**src/rtl/bin2bcd_seq_if.sv**
```systemverilog
`default_nettype none
// ============================================================================
// Module   : bin2bcd_seq_if
// Purpose  : Start/done handshake and data bundle for the sequential
//            binary-to-BCD converter.
// Revision : 1.0 - initial release
// ============================================================================
interface bin2bcd_seq_if #(
    parameter int WIDTH  = 16,
    parameter int DIGITS = 5
);
    logic                  start;
    logic [WIDTH-1:0]      bin;
    logic                  busy;
    logic                  done;
    logic [4*DIGITS-1:0]   bcd;
    logic                  ovf;

    modport master (
        output start, bin,
        input  busy, done, bcd, ovf
    );

    modport slave (
        input  start, bin,
        output busy, done, bcd, ovf
    );
endinterface
`default_nettype wire

```
**src/rtl/bin2bcd_seq.sv**
```systemverilog
`default_nettype none
// ============================================================================
// Module   : bin2bcd_seq
// Purpose  : Sequential double-dabble binary-to-BCD converter, one shift per
//            clock, with overflow flag when DIGITS is too small.
// Revision : 1.0 - initial release
// ============================================================================
module bin2bcd_seq #(
    parameter int WIDTH  = 16,
    parameter int DIGITS = 5
) (
    input  wire              clk,
    input  wire              rst,
    bin2bcd_seq_if.slave     bus
);

    localparam int CNT_W = $clog2(WIDTH + 1);
    localparam int ACC_W = 4 * DIGITS;

    localparam logic [1:0] S_IDLE  = 2'd0;
    localparam logic [1:0] S_SHIFT = 2'd1;
    localparam logic [1:0] S_DONE  = 2'd2;

    logic [1:0]       r_state;
    logic [WIDTH-1:0] r_sh;
    logic [ACC_W-1:0] r_acc;
    logic [CNT_W-1:0] r_cnt;
    logic             r_ov;
    logic             r_busy;
    logic             r_done;
    logic [ACC_W-1:0] r_bcd;
    logic             r_ovf;

    logic [ACC_W-1:0] w_adj;
    logic [ACC_W-1:0] w_acc_next;
    logic             w_ov_next;

    // Digit-local add-3 correction; no carries cross digit boundaries.
    for (genvar i = 0; i < DIGITS; i++) begin : g_digit
        assign w_adj[4*i +: 4] = (r_acc[4*i +: 4] >= 4'd5) ? (r_acc[4*i +: 4] + 4'd3)
                                                          : r_acc[4*i +: 4];
    end

    assign w_acc_next = {w_adj[ACC_W-2:0], r_sh[WIDTH-1]};
    assign w_ov_next  = r_ov | w_adj[ACC_W-1];

    always_ff @(posedge clk or posedge rst) begin
        if (rst) begin
            r_state <= S_IDLE;
            r_sh    <= '0;
            r_acc   <= '0;
            r_cnt   <= '0;
            r_ov    <= 1'b0;
            r_busy  <= 1'b0;
            r_done  <= 1'b0;
            r_bcd   <= '0;
            r_ovf   <= 1'b0;
        end else begin
            case (r_state)
                S_IDLE, S_DONE: begin
                    r_done <= 1'b0;
                    if (bus.start) begin
                        r_sh    <= bus.bin;
                        r_acc   <= '0;
                        r_ov    <= 1'b0;
                        r_cnt   <= CNT_W'(WIDTH);
                        r_busy  <= 1'b1;
                        r_state <= S_SHIFT;
                    end else begin
                        r_state <= S_IDLE;
                    end
                end
                S_SHIFT: begin
                    r_acc <= w_acc_next;
                    r_sh  <= r_sh << 1;
                    r_ov  <= w_ov_next;
                    r_cnt <= r_cnt - 1'b1;
                    // Publish only the final shift so bcd never shows partial digits.
                    if (r_cnt == CNT_W'(1)) begin
                        r_bcd   <= w_acc_next;
                        r_ovf   <= w_ov_next;
                        r_done  <= 1'b1;
                        r_busy  <= 1'b0;
                        r_state <= S_DONE;
                    end
                end
                default: begin
                    r_state <= S_IDLE;
                    r_busy  <= 1'b0;
                    r_done  <= 1'b0;
                end
            endcase
        end
    end

    assign bus.busy = r_busy;
    assign bus.done = r_done;
    assign bus.bcd  = r_bcd;
    assign bus.ovf  = r_ovf;

endmodule
`default_nettype wire

```
**src/flat_wrapper.sv**
```systemverilog
// flat-port wrapper written by rule: the top's interface ports become plain ports
module bin2bcd_seq_flat 
#(
    parameter int WIDTH  = 16,
    parameter int DIGITS = 5
)
  (clk, rst, bus_start, bus_bin, bus_busy, bus_done, bus_bcd, bus_ovf);
  bin2bcd_seq_if #(.WIDTH(WIDTH), .DIGITS(DIGITS)) bus_i ();
  input  wire clk;
  input  wire rst;
  input wire logic [$bits(bus_i.start)-1:0] bus_start;
  input wire logic [$bits(bus_i.bin)-1:0] bus_bin;
  output wire logic [$bits(bus_i.busy)-1:0] bus_busy;
  output wire logic [$bits(bus_i.done)-1:0] bus_done;
  output wire logic [$bits(bus_i.bcd)-1:0] bus_bcd;
  output wire logic [$bits(bus_i.ovf)-1:0] bus_ovf;
  assign bus_i.start = bus_start;
  assign bus_i.bin = bus_bin;
  assign bus_busy = bus_i.busy;
  assign bus_done = bus_i.done;
  assign bus_bcd = bus_i.bcd;
  assign bus_ovf = bus_i.ovf;
  bin2bcd_seq #(.WIDTH(WIDTH), .DIGITS(DIGITS)) u_core (.clk(clk), .rst(rst), .bus(bus_i));
endmodule
```
**config.mk**
```make
export PLATFORM = sky130hd
export DESIGN_NAME = bin2bcd_seq_flat
export DESIGN_NICKNAME = d
export VERILOG_FILES = /design/src/rtl/bin2bcd_seq_if.sv /design/src/rtl/bin2bcd_seq.sv /design/src/flat_wrapper.sv
export SDC_FILE = /design/constraint.sdc
export NUM_CORES = 1
export LEC_CHECK = 0
export CORE_MARGIN = 3
export CORE_UTILIZATION = 30
export DETAILED_ROUTE_END_ITERATION = 10
export GPL_ROUTABILITY_DRIVEN = 1
export SLEW_MARGIN = 20
export SYNTH_ARGS = -nofsm -noshare
export SYNTH_HDL_FRONTEND = slang
export SYNTH_SLANG_ARGS = --single-unit
export TNS_END_PERCENT = 30
```
**constraint.sdc**
```tcl
create_clock -name clk -period 2 [get_ports clk]
set_input_delay 0.2 -clock clk [delete_from_list [all_inputs] [get_ports clk]]
set_output_delay 0.2 -clock clk [all_outputs]
set_load 0.05 [all_outputs]
```
### Word-level counts from Yosys, hierarchy flattened

Index checks and enable logic that the tools add are counted.

* add/sub/neg operators: 6
* $lt $le $gt $ge: 5
* eq/ne operators: 5
* mux-type cells: 21
* bitwise operators: 1
* reductions and logical operators: 6

Operators with widths (count)
* 20-bit one-hot mux with 2 select lines: 1
* 16-bit one-hot mux with 2 select lines: 1
* 4-bit by 2-bit adder with 4-bit output, second input constant: 5
* 4-bit by 3-bit greater-or-equal comparator with 1-bit output, second input constant: 5
* 20-bit 2-to-1 mux: 1
* 4-bit 2-to-1 mux: 5
* 16-bit 2-to-1 mux: 1
* 5-bit one-hot mux with 2 select lines: 1
* 1-bit 2-to-1 mux: 6
* 2-bit AND reduction: 3
* 5-bit by 1-bit equality test with 1-bit output, second input constant: 1
* 5-bit 2-to-1 mux: 1
* 5-bit by 1-bit subtractor with 5-bit output, second input constant: 1
* 1-bit one-hot mux with 2 select lines: 2
* 2-bit one-hot mux with 2 select lines: 1
* 2-bit by 1-bit equality test with 1-bit output, second input constant: 1
* 2-bit equality test, second input constant: 1
* 2-bit zero test: 1
* 2-bit 2-to-1 mux: 1
* 2-bit by 1-bit != test with 1-bit output, second input constant: 1
* 2-bit != test, second input constant: 1
* 2-bit nonzero test: 1
* 2-bit OR reduction: 1
* 1-bit OR: 1

* register bits after elaboration: 67
* input port bits: 19
* output and inout port bits: 23
* logic and storage cells: 53

### Depth between registers and ports, before layout

* depth after elaboration: 4
* mapped depth: 7
* depth with buffers taken out: 6

### Worst setup path after synthesis

Ideal clock, no wire load.

* path kind: flip-flop to flip-flop
* start point: register u_core.r_cnt[1]
* end point: register u_core.r_bcd[13] (netlist: u_core.bus.bcd[13])
* library setup time: 0.125 ns
* arrival time: 1.428 ns
* required time: 1.875 ns
* path slack: 0.446 ns
* cell stages (with the launch flop): 8
* path buffers: 1
* clock period less this slack: 1.554 ns
* cell sequence: dfrtp_1 -> inv_1 -> ha_1 -> nor4b_4 -> nand2_2 -> inv_2 -> buf_12 -> mux2_4

* longest elaborated chain between the ends: 2

RTL lines
* start, declared: RTL line bin2bcd_seq.sv:27 `logic [CNT_W-1:0] r_cnt;`
* start signal, assigned: RTL line bin2bcd_seq.sv:66 `r_cnt <= CNT_W'(WIDTH);`
* start signal, assigned: RTL line bin2bcd_seq.sv:77 `r_cnt <= r_cnt - 1'b1;`
* 5-bit by 1-bit equality test with 1-bit output: RTL line bin2bcd_seq.sv:79 `if (r_cnt == CNT_W'(1)) begin`
* 2-bit AND reduction (no line)
* end signal, assigned: RTL line bin2bcd_seq.sv:80 `r_bcd <= w_acc_next;`
* end, declared: RTL line bin2bcd_seq.sv:31 `logic [ACC_W-1:0] r_bcd;`

No other way between the ends.
A chain may end at the register's enable or synchronous reset.

### Worst setup path after layout

* start point: register u_core.r_cnt[1]
* end point: register u_core.r_bcd[9] (netlist: u_core.bus.bcd[9])

The elaborated chain is that of the path after synthesis.

==> qor.csv <==
stage;metric;value;unit
route;routed_wl;6.40;mm
grt;antenna_found_initial;0;
yosys;postSynthNetCount;326;
worst_setup_path;cp.arrival;2060;ps
sta;min_period;1830;ps
place;dp.cells;461;
cts;path_clk_slew;80;ps
yosys;syn_avg_cell_area;10.6;um2
cts;htree_levels;3;
layout;area_delta_synth_final;25.3;%
worst_setup_path;crit_type;register to register;
sta;skew;11.4;ps
place;placed_area;3690;um2
sta;min_period_over_period;0.914;
place;portBuffers;41;
layout;final_area;3930;um2
worst_setup_path;cp_slowest_cell;dfrtp_1;
sta;fin_ws;172;ps
cts;root_buffer;clkbuf_8;
power;ir_drop;0.605;mV
layout;fill_cells;953;
route;routedWlPerCell;13.4;um
cts;clkLatencyLatePin;350;ps
floorplan;placementRows;36;
worst_setup_path;required;2230;ps
worst_setup_path;crit_family;flip-flops;
sta;hold_viol_final;0;
route;num_vias;2256;
cts;ctsHoldBuffers;0;
layout;fin_nets;370;
sta;hold_ws;235;ps
grt;track_usage;0.117;
yosys;syn_area;3140;um2
yosys;synth-seq-cells;67;
sta;slew-limit-headroom;0.627;
worst_setup_path;regToRegSetupSlack;170;ps
layout;fin_cells;477;
layout;layout_commonest_cell;dfrtp_1;
power;powerDensity;1820;nW/um2
power;leakagePower;1.78;nW
yosys;ys_seq_area_frac;0.534;
yosys;synthDistinctLibCells;31;
layout;drive_above_1_share;0.110;
worst_setup_path;path_max_fanout;12;
cts;numCtsBuffers;9;
cts;cts_tree;done;
route;ant_nets;0;
sta;drv_slew;0;
floorplan;die_area;11700;um2
grt;grt_start_max_net_pins;68;
yosys;yosys_warnings;0;
route;firstDrtPassIters;4;
sta;timing.fmax;0.547;GHz
worst_setup_path;start_kind;register;
route;drt-initial-drc-count;67;
place;dp_hpwl;4.25;mm
place;dpl_worst_slack;-94.8;ps
run_status;outcome;complete, no violations;
grt;grt_first_pass_wirelength;10.8;mm
floorplan;die_h;108;um
worst_setup_path;crit_path_cell_trace;inv_1 > ha_1 > nor4b_4 > nand2_2 > inv_2 > mux2_2;
floorplan;coreArea;9950;um2
layout;n_antenna_cell;0;
sta;rsz0062_at_grt;no;
cts;clockBufferDepth;2;
yosys;synthCells;295;
cts;clock_sinks;67;
layout;final_cell_mix;67 x dfrtp_1, 53 x nand2_1, 41 x clkdlybuf4s50_1;
floorplan;start_util;0.315;
worst_setup_path;cp_slowest_stage_delay;400;ps
route;route.detailed.drc;0;
sta;tightest_slew;558;ps
worst_setup_path;cp-end-kind;register;
floorplan;io_pins;42;
power;p_total;0.00716;W
grt;first_global_vias;2205;
worst_setup_path;path_buf_inv;2;
route;vias_per_cell;4.73;
grt;grt_overflow;0;
job;cap_violations;0;
min_path;hold_class;input port to asynchronous set/reset pin;
place;globalplace.congestion;0.787;
sta;setup_viol;0;
floorplan;die_x;108;um
[synthesized netlist by cell type]
cell / instances / area [um2]
nand2_1: 53 / 199
mux2_2: 2 / 22.5
nor2_1: 5 / 18.8
nor4b_1: 1 / 8.76
buf_12: 1 / 20.0
clkbuf_1: 5 / 18.8
nand2b_1: 7 / 43.8
nor3_1: 5 / 25.0
mux2_4: 9 / 135
buf_4: 3 / 22.5
mux2i_1: 5 / 50.1
xnor2_1: 5 / 43.8
buf_6: 1 / 11.3
a22o_1: 13 / 114
dfrtp_1: 67 / 1680
inv_2: 1 / 3.75
nor3b_1: 9 / 67.6
nor4b_4: 1 / 23.8
inv_1: 13 / 48.8
a22oi_1: 15 / 113
buf_2: 4 / 20.0
o21ai_0: 29 / 145
nor2b_1: 2 / 12.5
ha_1: 12 / 150
or4_1: 1 / 7.51
a21oi_1: 16 / 80.1
and2_1: 1 / 6.26
a2bb2oi_1: 1 / 8.76
nand2_2: 1 / 6.26
a21o_1: 1 / 7.51
nand3_1: 6 / 30.0
[tightest hold or removal path, stage by stage]
cell and delay [ps]:
clkdlybuf4s50_1 410, inv_2 70, buf_12 310
[through the flow]
| step | TNS (ps) | utilization |
|---|---|---|
| after detailed placement | -1180 | 0.370 |
| final | 0 | 0.395 |
| after global routing | 0 | 0.395 |
| after global placement | -1380 | 0.370 |
| after floorplan | 0 | - |
| after CTS | 0 | 0.395 |
[worst paths after layout]
| path | start | end | cells past startpoint |
|---|---|---|---|
| max | u_core.r_cnt[1] | u_core.bus.bcd[9] | 6 |
| min | rst | u_core.bus.bcd[13] | 3 |
| max reg2reg | u_core.r_cnt[1] | u_core.bus.bcd[9] | 6 |
| min reg2reg | u_core.r_sh[14] | u_core.r_sh[14] | 2 |
| max in group asynchronous | rst | u_core.bus.bcd[0] | 3 |
| min in group clk | bus_bin[1] | u_core.r_sh[1] | 3 |
[final cells by class]
cell class | instances | area (um2) | area share
Clock buffer | 11 | 141 | 0.0359
Tap cell | 133 | 166 | 0.0423
Clock inverter | 5 | 100 | 0.0254
Inverter | 14 | 52.6 | 0.0134
Multi-Input combinational cell | 200 | 1330 | 0.338
Sequential cell | 67 | 1680 | 0.426
Timing Repair Buffer | 47 | 468 | 0.119
[sequential cells by signal (all words and copies together) (netlist names)]
signal           flops
u_core.bus.bcd      20
u_core.r_acc        20
u_core.r_sh         16
u_core.r_cnt         5
u_core.r_state       2
u_core.bus.busy      1
u_core.bus.done      1
u_core.bus.ovf       1
u_core.r_ov          1
[power by group]
part | internal (W) | switching (W) | leakage, nW
Combinational | 0.00139 | 0.00195 | 0.819
Sequential | 0.00196 | 0.000484 | 0.842
Clock | 0.000859 | 0.000524 | 0.123
[what timing repair did]
item,CTS,global route
setup endpoints to repair,0,15
buffers inserted,0,0
resized for setup,0,1
[logic make-up after synthesis]
group           synth area share
compound gates             0.149
simple gates               0.143
xor+xnor                  0.0139
fa+ha+maj                 0.0478
flops                      0.534
mux                       0.0661
buf+inv                   0.0462
[layer usage]
metal / up-vias / routed length [um] / global-route usage
met2: 42 / 2870 / 0.176
met3: 11 / 304 / 0.0293
met5: - / 0 / 0
met4: 0 / 102 / 0.0487
li1: 1113 / - / -
met1: 1090 / 3120 / 0.161
Note: power is estimated with default switching activity, not from simulation.
